--- src/rtl/index_frame_reader_pkg.sv ---
// Shared VGA 640x480@60 timing constants and the 8-entry colour palette used by
// the frame memory reader (and the writer-side address mapping).
package index_frame_reader_pkg;

  localparam int unsigned H_ACTIVE = 640;
  localparam int unsigned H_FP     = 16;
  localparam int unsigned H_SYNC   = 96;
  localparam int unsigned H_BP     = 48;
  localparam int unsigned H_TOTAL  = H_ACTIVE + H_FP + H_SYNC + H_BP;

  localparam int unsigned V_ACTIVE = 480;
  localparam int unsigned V_FP     = 10;
  localparam int unsigned V_SYNC   = 2;
  localparam int unsigned V_BP     = 33;
  localparam int unsigned V_TOTAL  = V_ACTIVE + V_FP + V_SYNC + V_BP;

  // Width of the horizontal and vertical position counters.
  localparam int unsigned CNT_W = 10;

  typedef struct packed {
    logic [7:0] r;
    logic [7:0] g;
    logic [7:0] b;
  } rgb_t;

  // Index bit2 drives red, bit1 green, bit0 blue, each fully on or off.
  function automatic rgb_t palette(input logic [2:0] idx);
    rgb_t c;
    case (idx)
      3'b000:  c = '{r: 8'h00, g: 8'h00, b: 8'h00};
      3'b001:  c = '{r: 8'h00, g: 8'h00, b: 8'hFF};
      3'b010:  c = '{r: 8'h00, g: 8'hFF, b: 8'h00};
      3'b011:  c = '{r: 8'h00, g: 8'hFF, b: 8'hFF};
      3'b100:  c = '{r: 8'hFF, g: 8'h00, b: 8'h00};
      3'b101:  c = '{r: 8'hFF, g: 8'h00, b: 8'hFF};
      3'b110:  c = '{r: 8'hFF, g: 8'hFF, b: 8'h00};
      3'b111:  c = '{r: 8'hFF, g: 8'hFF, b: 8'hFF};
      default: c = '{r: 8'h00, g: 8'h00, b: 8'h00};
    endcase
    return c;
  endfunction

endpackage

--- src/rtl/index_frame_reader_vga_timing_gen.sv ---
// Raster position counters plus the undelayed sync, active-area and
// frame-boundary decodes for the frame memory reader.
module vga_timing_gen #(
  parameter int unsigned H_ACTIVE = index_frame_reader_pkg::H_ACTIVE,
  parameter int unsigned H_FP     = index_frame_reader_pkg::H_FP,
  parameter int unsigned H_SYNC   = index_frame_reader_pkg::H_SYNC,
  parameter int unsigned H_BP     = index_frame_reader_pkg::H_BP,
  parameter int unsigned V_ACTIVE = index_frame_reader_pkg::V_ACTIVE,
  parameter int unsigned V_FP     = index_frame_reader_pkg::V_FP,
  parameter int unsigned V_SYNC   = index_frame_reader_pkg::V_SYNC,
  parameter int unsigned V_BP     = index_frame_reader_pkg::V_BP
) (
  input  logic clock,
  input  logic reset,
  input  logic pixel_en,
  output logic hs_raw,
  output logic vs_raw,
  output logic active,
  output logic frame_last,
  output logic frame_start
);
  import index_frame_reader_pkg::*;

  localparam logic [CNT_W-1:0] HA     = CNT_W'(H_ACTIVE);
  localparam logic [CNT_W-1:0] HS_BEG = CNT_W'(H_ACTIVE + H_FP);
  localparam logic [CNT_W-1:0] HS_END = CNT_W'(H_ACTIVE + H_FP + H_SYNC);
  localparam logic [CNT_W-1:0] H_LAST = CNT_W'(H_ACTIVE + H_FP + H_SYNC + H_BP - 1);
  localparam logic [CNT_W-1:0] VA     = CNT_W'(V_ACTIVE);
  localparam logic [CNT_W-1:0] VS_BEG = CNT_W'(V_ACTIVE + V_FP);
  localparam logic [CNT_W-1:0] VS_END = CNT_W'(V_ACTIVE + V_FP + V_SYNC);
  localparam logic [CNT_W-1:0] V_LAST = CNT_W'(V_ACTIVE + V_FP + V_SYNC + V_BP - 1);

  logic [CNT_W-1:0] hcnt;
  logic [CNT_W-1:0] vcnt;

  // Decode the current raster position into raw (undelayed) timing flags.
  always_comb begin
    active     = (hcnt < HA) && (vcnt < VA);
    hs_raw     = !((hcnt >= HS_BEG) && (hcnt < HS_END));
    vs_raw     = !((vcnt >= VS_BEG) && (vcnt < VS_END));
    frame_last = (hcnt == H_LAST) && (vcnt == V_LAST);
  end

  // Advance the raster position and strobe the start of vertical blanking.
  always_ff @(posedge clock or posedge reset) begin
    if (reset) begin
      hcnt        <= {CNT_W{1'b0}};
      vcnt        <= {CNT_W{1'b0}};
      frame_start <= 1'b0;
    end else if (pixel_en) begin
      if (hcnt == H_LAST) begin
        hcnt <= {CNT_W{1'b0}};
        if (vcnt == V_LAST) begin
          vcnt <= {CNT_W{1'b0}};
        end else begin
          vcnt <= vcnt + 10'd1;
        end
      end else begin
        hcnt <= hcnt + 10'd1;
      end
      frame_start <= (hcnt == {CNT_W{1'b0}}) && (vcnt == VA);
    end
  end

endmodule

--- src/rtl/index_frame_reader.sv ---
// Read side of the colour-index frame memory: issues raster-order reads, then
// aligns syncs/blank with the returned index and maps it through the palette.
// RD_LATENCY counts the address issue register plus the memory's own read
// pipeline, so syncs are delayed by exactly RD_LATENCY stages before the
// common output register.
module index_frame_reader #(
  parameter int unsigned H_ACTIVE   = index_frame_reader_pkg::H_ACTIVE,
  parameter int unsigned H_FP       = index_frame_reader_pkg::H_FP,
  parameter int unsigned H_SYNC     = index_frame_reader_pkg::H_SYNC,
  parameter int unsigned H_BP       = index_frame_reader_pkg::H_BP,
  parameter int unsigned V_ACTIVE   = index_frame_reader_pkg::V_ACTIVE,
  parameter int unsigned V_FP       = index_frame_reader_pkg::V_FP,
  parameter int unsigned V_SYNC     = index_frame_reader_pkg::V_SYNC,
  parameter int unsigned V_BP       = index_frame_reader_pkg::V_BP,
  parameter int          RD_LATENCY = 2,
  parameter int          ADDR_W     = 19,
  parameter int          IDX_W      = 3
) (
  input  logic              clock,
  input  logic              reset,
  input  logic              pixel_en,
  output logic [ADDR_W-1:0] mem_raddr,
  output logic              mem_rden,
  input  logic [IDX_W-1:0]  mem_rdata,
  output logic [7:0]        vga_r,
  output logic [7:0]        vga_g,
  output logic [7:0]        vga_b,
  output logic              vga_hs,
  output logic              vga_vs,
  output logic              vga_blank_n,
  output logic              frame_start
);
  import index_frame_reader_pkg::*;

  logic                  hs_raw;
  logic                  vs_raw;
  logic                  active;
  logic                  frame_last;
  logic [ADDR_W-1:0]     addr_cnt;
  logic [RD_LATENCY-1:0] hs_dly;
  logic [RD_LATENCY-1:0] vs_dly;
  logic [RD_LATENCY-1:0] act_dly;
  rgb_t                  pix;

  vga_timing_gen #(
    .H_ACTIVE (H_ACTIVE),
    .H_FP     (H_FP),
    .H_SYNC   (H_SYNC),
    .H_BP     (H_BP),
    .V_ACTIVE (V_ACTIVE),
    .V_FP     (V_FP),
    .V_SYNC   (V_SYNC),
    .V_BP     (V_BP)
  ) u_timing (
    .clock       (clock),
    .reset       (reset),
    .pixel_en    (pixel_en),
    .hs_raw      (hs_raw),
    .vs_raw      (vs_raw),
    .active      (active),
    .frame_last  (frame_last),
    .frame_start (frame_start)
  );

  // Issue stage: running address (no multiplier), held through blanking.
  always_ff @(posedge clock or posedge reset) begin
    if (reset) begin
      addr_cnt  <= {ADDR_W{1'b0}};
      mem_raddr <= {ADDR_W{1'b0}};
      mem_rden  <= 1'b0;
    end else if (pixel_en) begin
      mem_rden <= active;
      if (active) begin
        mem_raddr <= addr_cnt;
      end
      if (frame_last) begin
        addr_cnt <= {ADDR_W{1'b0}};
      end else if (active) begin
        addr_cnt <= addr_cnt + ADDR_W'(1'b1);
      end
    end
  end

  // Delay line matching syncs and active flag to the memory read latency.
  always_ff @(posedge clock or posedge reset) begin
    if (reset) begin
      hs_dly  <= {RD_LATENCY{1'b1}};
      vs_dly  <= {RD_LATENCY{1'b1}};
      act_dly <= {RD_LATENCY{1'b0}};
    end else if (pixel_en) begin
      hs_dly[0]  <= hs_raw;
      vs_dly[0]  <= vs_raw;
      act_dly[0] <= active;
      for (int i = 1; i < RD_LATENCY; i++) begin
        hs_dly[i]  <= hs_dly[i-1];
        vs_dly[i]  <= vs_dly[i-1];
        act_dly[i] <= act_dly[i-1];
      end
    end
  end

  // Palette lookup of the index currently returned by memory.
  always_comb begin
    pix = palette(mem_rdata);
  end

  // Output register: colour only inside the active area, black in blanking.
  always_ff @(posedge clock or posedge reset) begin
    if (reset) begin
      vga_r       <= 8'h00;
      vga_g       <= 8'h00;
      vga_b       <= 8'h00;
      vga_hs      <= 1'b1;
      vga_vs      <= 1'b1;
      vga_blank_n <= 1'b0;
    end else if (pixel_en) begin
      vga_hs      <= hs_dly[RD_LATENCY-1];
      vga_vs      <= vs_dly[RD_LATENCY-1];
      vga_blank_n <= act_dly[RD_LATENCY-1];
      if (act_dly[RD_LATENCY-1]) begin
        vga_r <= pix.r;
        vga_g <= pix.g;
        vga_b <= pix.b;
      end else begin
        vga_r <= 8'h00;
        vga_g <= 8'h00;
        vga_b <= 8'h00;
      end
    end
  end

endmodule

--- config.mk ---
export PLATFORM = sky130hd
export DESIGN_NAME = index_frame_reader
export DESIGN_NICKNAME = d
export VERILOG_FILES = /design/src/rtl/index_frame_reader_pkg.sv /design/src/rtl/index_frame_reader_vga_timing_gen.sv /design/src/rtl/index_frame_reader.sv
export SDC_FILE = /design/constraint.sdc
export NUM_CORES = 1
export LEC_CHECK = 0
export BUFFER_PORTS_ARGS = -buffer_cell sky130_fd_sc_hd__buf_2
export CORE_MARGIN = 2
export CORE_UTILIZATION = 45
export CTS_CLUSTER_SIZE = 25
export DETAILED_ROUTE_END_ITERATION = 10
export PLACE_DENSITY = 0.76
export SYNTH_ARGS = -nofsm -noshare
export SYNTH_HDL_FRONTEND = slang
export SYNTH_HIERARCHICAL = 1
export SYNTH_SLANG_ARGS = --single-unit
--- constraint.sdc ---
create_clock -name clock -period 4.6 [get_ports clock]
set_clock_uncertainty 0.05 [all_clocks]
set_input_delay 0.46 -clock clock [delete_from_list [all_inputs] [get_ports clock]]
set_output_delay 0.46 -clock clock [all_outputs]
set_load 0.03 [all_outputs]
; After elaboration in Yosys (flattened, before gate mapping)
; Memory sizes are Yosys's and may differ from the RTL's.
; Cells that the tools add are included.
[word_totals]
register_bits = 93
mem_bits_ro = 192
in_bits = 6
elab_cells = 47
n_memories = 1
[op_classes]
n_addsub = 3
n_lt_le_gt_ge = 6
n_eq_ne = 3
mux = 7
reduce_logical = 12
[mem_list]
columns = memory, depth, width, read_ports, rd_clocked_by_memory_dff, write_ports, line_no
row1 = (name not given), 8, 24, 1, 0, 0, index_frame_reader_pkg.sv:29  ; case (idx)
[ops]
columns = operator, count
row1 = 19-bit 2-to-1 mux, 2
row2 = 8-bit 2-to-1 mux, 3
row3 = "10-bit by 1-bit adder with 10-bit output, second input constant", 2
row4 = "10-bit == test, second input constant", 2
row5 = "10-bit less-than comparator, second input constant", 2
row6 = "10-bit by 9-bit less-than comparator with 1-bit output, second input constant", 2
row7 = 10-bit 2-to-1 mux, 2
row8 = "19-bit by 1-bit adder with 19-bit output, second input constant", 1
row9 = "10-bit by 9-bit == test with 1-bit output, second input constant", 1
row10 = "10-bit >= comparator, second input constant", 1
row11 = "10-bit by 9-bit >= comparator with 1-bit output, second input constant", 1
row12 = 10-bit zero test, 1
row13 = 2-bit AND reduction, 3
row14 = 1-bit logical AND, 5
row15 = 1-bit zero test, 2
row16 = 2-bit nonzero test, 1

; Longest topological paths before layout
[logic_depth]
word_depth = 4
mapped_depth = 10
ltp_nobuf = 9

; Cells and area by module
; The synthesis kept the hierarchy.
[by_module_without_submodules]
columns = mod, instances, cells_per_inst, area_each_um2
row1 = index_frame_reader, 1, 203, 2327.2
row2 = vga_timing_gen, 1, 114, 1142.3

; Least setup slack after synthesis
; OpenSTA, ideal clock, no wires.
[synth_timing]
kind = reg-to-reg
from = register u_timing.vcnt[0]
to = register addr_cnt[17]
arrival_time_ps = 2430
path_slack_ps = 2042
path_stages_with_launch = 11
path_buffers = 1
synth_period_minus_slack_ps = 2558
path_cell_list = dfrtp_1 -> inv_1 -> ha_1 -> nand4_1 -> nor4_1 -> and3_1 -> clkbuf_2 -> o21ai_2 -> or2_2 -> or4_1 -> a21oi_1
[synth_via]
elab_chain_cells = 4
[synth_rtl]
columns = element, line_no
row1 = from (decl), index_frame_reader_vga_timing_gen.sv:34  ; logic [CNT_W-1:0] vcnt;
row2 = from (signal assigned), index_frame_reader_vga_timing_gen.sv:48  ; vcnt <= {CNT_W{1'b0}};
row3 = from (signal assigned), index_frame_reader_vga_timing_gen.sv:54  ; vcnt <= {CNT_W{1'b0}};
row4 = from (signal assigned), index_frame_reader_vga_timing_gen.sv:56  ; vcnt <= vcnt + 10'd1;
row5 = 10-bit == test (*), index_frame_reader_vga_timing_gen.sv:41  ; frame_last = (hcnt == H_LAST) && (vcnt == V_LAST);
row6 = 1-bit logical AND (*), index_frame_reader_vga_timing_gen.sv:41
row7 = via frame_last, index_frame_reader.sv:38  ; logic frame_last;
row8 = 2-bit nonzero test (no line), --
row9 = 2-bit AND reduction (no line), --
row10 = to (signal assigned), index_frame_reader.sv:68  ; addr_cnt <= {ADDR_W{1'b0}};
row11 = to (signal assigned), index_frame_reader.sv:77  ; addr_cnt <= {ADDR_W{1'b0}};
row12 = to (signal assigned), index_frame_reader.sv:79  ; addr_cnt <= addr_cnt + ADDR_W'(1'b1);
row13 = to (decl), index_frame_reader.sv:39  ; logic [ADDR_W-1:0] addr_cnt;
; Mark *: on every way through the listed nets, which the timed path passes. The rest lies on a longest branch.
; A chain may end at the register's enable or synchronous reset.

; Final worst setup path
[layout_timing]
from = register u_timing.vcnt[0]
to = register addr_cnt[14]
; The elaborated chain is that of the path after synthesis.

==> flow_summary.ini <==
[detailed_routing]
drc = 0
drt-total-wl_mm = 6.30
drt-pass1-iter-count = 4
detail-route-antenna-nets = 0
vias_per_cell = 5.31
drt-initial-drc-count = 108
via_count = 2425
wl_per_cell_um = 13.8

[clock_tree]
cts_root_buf = clkbuf_8
insertion_delay_ps = 360
postCtsHoldBufs = 0
cts_resized = 0
clk_pin_slew_ps = 70
cts.sinks = 71
htreeDepth = 3
cts_setup_buffers = 0
cts-buffers-inserted = 9
cts_tree = done
clockBufferDepth = 2

[floorplan]
core_area_um2 = 7610
dieWidth_um = 91.8
die_y_um = 91.8
pin_count = 54
start_util_pct = 45.6
dieArea_um2 = 8430
rows = 32

[logic_synthesis]
syn-instance-count = 317
yosysUniqueCellTypes = 51
ys_warn_count = 6
ys_ff_latch = 71
syn_area_per_cell_um2 = 10.9
ys_seq_area_share_pct = 51.4
syn-num-nets = 328
syn-cell-area_um2 = 3470

[layout]
final_common_cell = dfrtp_1
fin_area_um2 = 3880
n_antenna_cell = 0
fillers = 695
drive_gt1_share_pct = 32.4
nNetsFinal = 361
layout_common_cells = dfrtp_1, buf_2, mux2_2, nor2_1, nand2_1
areaGrowthSynthToFinish_pct = 11.9

[place]
placed_cell_area_um2 = 3660
io_buffers = 53
gp_congestion = 0.877
dp_hpwl_mm = 4.27
place_ws_ps = 1620

[critical_path]
worstPathRequired_ps = 4790
worstPathMaxFanout = 9
crit_type = reg -> reg
rr_worst_depth = 9
startpoint_type = register
end_kind = register
critical_path_arrival_ps = 3240

[timing]
rsz0062_at_grt = false
setup_viol = 0
finalCritPeriodShare_pct = 66.1
max-slew-margin-rel_pct = 29.0
slew_violations = 0
tns_ps = 0
holdWs_ps = 228
tightestPinTransition_ps = 1060
max_freq_mhz = 329
layout_setup_ws_ps = 1560
min_period_ps = 3040
final-hold-violation-count = 0

[power_and_ir_drop]
power_density_nw_per_um2 = 434
ir_worst_vdd_v = 0.000276
power_leakage_nw = 1.84

[grt]
grt_antenna_before_repair = 0
grt_start_max_net_pins = 51
grt_pass1_wl_mm = 10.7
track_usage_pct = 16.0
gr-total-overflow = 0
grt_pass1_vias = 2293

[flow_run]
drv_cap = 0

[status]
status = complete, no violations

[hold_path]
hp-class = in -> async
[synthesized netlist by cell type (all sizes together)]
master / count / share of area, %
a31o: 2 / 0.50
ha: 5 / 1.8
nor2: 23 / 2.5
a21bo: 1 / 0.29
a41o: 1 / 0.29
nand4bb: 1 / 0.47
or2: 3 / 0.61
or3: 2 / 0.36
nand4b: 1 / 0.25
nand2: 20 / 2.2
o21ai: 13 / 2.0
inv: 11 / 1.2
buf: 23 / 4.8
a32o: 1 / 0.29
o41ai: 1 / 0.25
xnor2: 14 / 3.5
and2: 1 / 0.18
nand3: 18 / 2.6
clkbuf: 8 / 0.94
o31ai: 3 / 0.65
dfstp: 6 / 4.5
dfrtp: 65 / 47
and4: 3 / 0.79
a22o: 3 / 0.76
xor2: 6 / 1.5
a21oi: 6 / 0.87
a31oi: 3 / 0.54
nor3b: 1 / 0.22
or4: 6 / 1.4
mux2: 28 / 9.1
o2111ai: 1 / 0.25
and3: 6 / 1.1
nor2b: 1 / 0.18
nor4: 5 / 0.90
mux2i: 3 / 0.87
nand2b: 3 / 0.54
o2111a: 1 / 0.32
nand4: 9 / 1.8
and3b: 1 / 0.25
nor3: 6 / 1.0
nand3b: 1 / 0.22
nor4b: 1 / 0.25
[power by group]
| group | total [mW] | switching (mW) | internal, mW |
|---|---|---|---|
| clock network | 0.550 | 0.241 | 0.309 |
| logic | 0.332 | 0.205 | 0.127 |
| registers | 0.805 | 0.102 | 0.703 |
[registers in the layout, indices dropped and copies added (netlist names)]
signal and cells:
vga_hs 1, vga_vs 1, u_timing/frame_start 1, mem_raddr 19, vs_dly 2, vga_r 1
u_timing/vcnt 10, addr_cnt 19, vga_blank_n 1, hs_dly 2, u_timing/hcnt 10, vga_b 1
vga_g 1, act_dly 2
[kinds of logic after synthesis]
logic type,after synthesis,share of synthesized area (%)
AOI/OAI and AO/OA,36,7.00
muxes,31,9.95
buffers and inverters,42,6.96
xor gates and xnor gates,20,5.05
and+or+nand+nor,112,17.8
adders and majority gates,5,1.80
DFF,71,51.4
[per-layer routing]
layer	wire length, µm	part of all wire [%]	global-route usage (%)
met5	0	0	0
met4	99	1.6	6.47
met3	256	4.1	5.51
met2	3050	48	25.1
met1	2890	46	20.6
[final timing paths]
kind,startpoint,end,slack [ps]
max,u_timing/vcnt[0]$_DFFE_PP0P_,addr_cnt[14]$_DFFE_PP0P_,1560
min,reset,u_timing/hcnt[9]$_DFFE_PP0P_,230
max reg2reg,u_timing/vcnt[0]$_DFFE_PP0P_,addr_cnt[14]$_DFFE_PP0P_,1560
min reg2reg,mem_raddr[7]$_DFFE_PP0P_,mem_raddr[7]$_DFFE_PP0P_,450
max in group asynchronous,reset,mem_raddr[1]$_DFFE_PP0P_,3550
min in group clock,mem_rdata[0],vga_b[6]$_DFFE_PP0P_,300
[per-stage QoR]
step	instances	util, %	power [mW]
finish	457	51.0	1.69
detailed placement	441	48.1	1.15
floorplan	317	-	1.08
global placement	441	48.1	1.14
global route	457	51.0	1.78
CTS	457	51.0	1.71
[final cells by class]
| class | instances | area, µm² | share of cell area (%) |
|---|---|---|---|
| Timing Repair Buffer | 53 | 265 | 6.83 |
| Inverter | 11 | 41.3 | 1.06 |
| Tap cell | 102 | 128 | 3.29 |
| Clock buffer | 10 | 128 | 3.29 |
| Multi-Input combinational cell | 204 | 1440 | 37.2 |
| Sequential cell | 71 | 1780 | 46.0 |
| Clock inverter | 6 | 92.6 | 2.38 |
[critical path, cell delays in order, from the launching register on]
cell	delay, ps
dfrtp_1	420
inv_1	140
ha_1	190
nand4_1	120
nor4_1	460
and3_1	400
o2111ai_1	180
nor3_1	600
a21oi_1	140
a31o_2	240
Note: power is estimated with default switching activity, not from simulation.
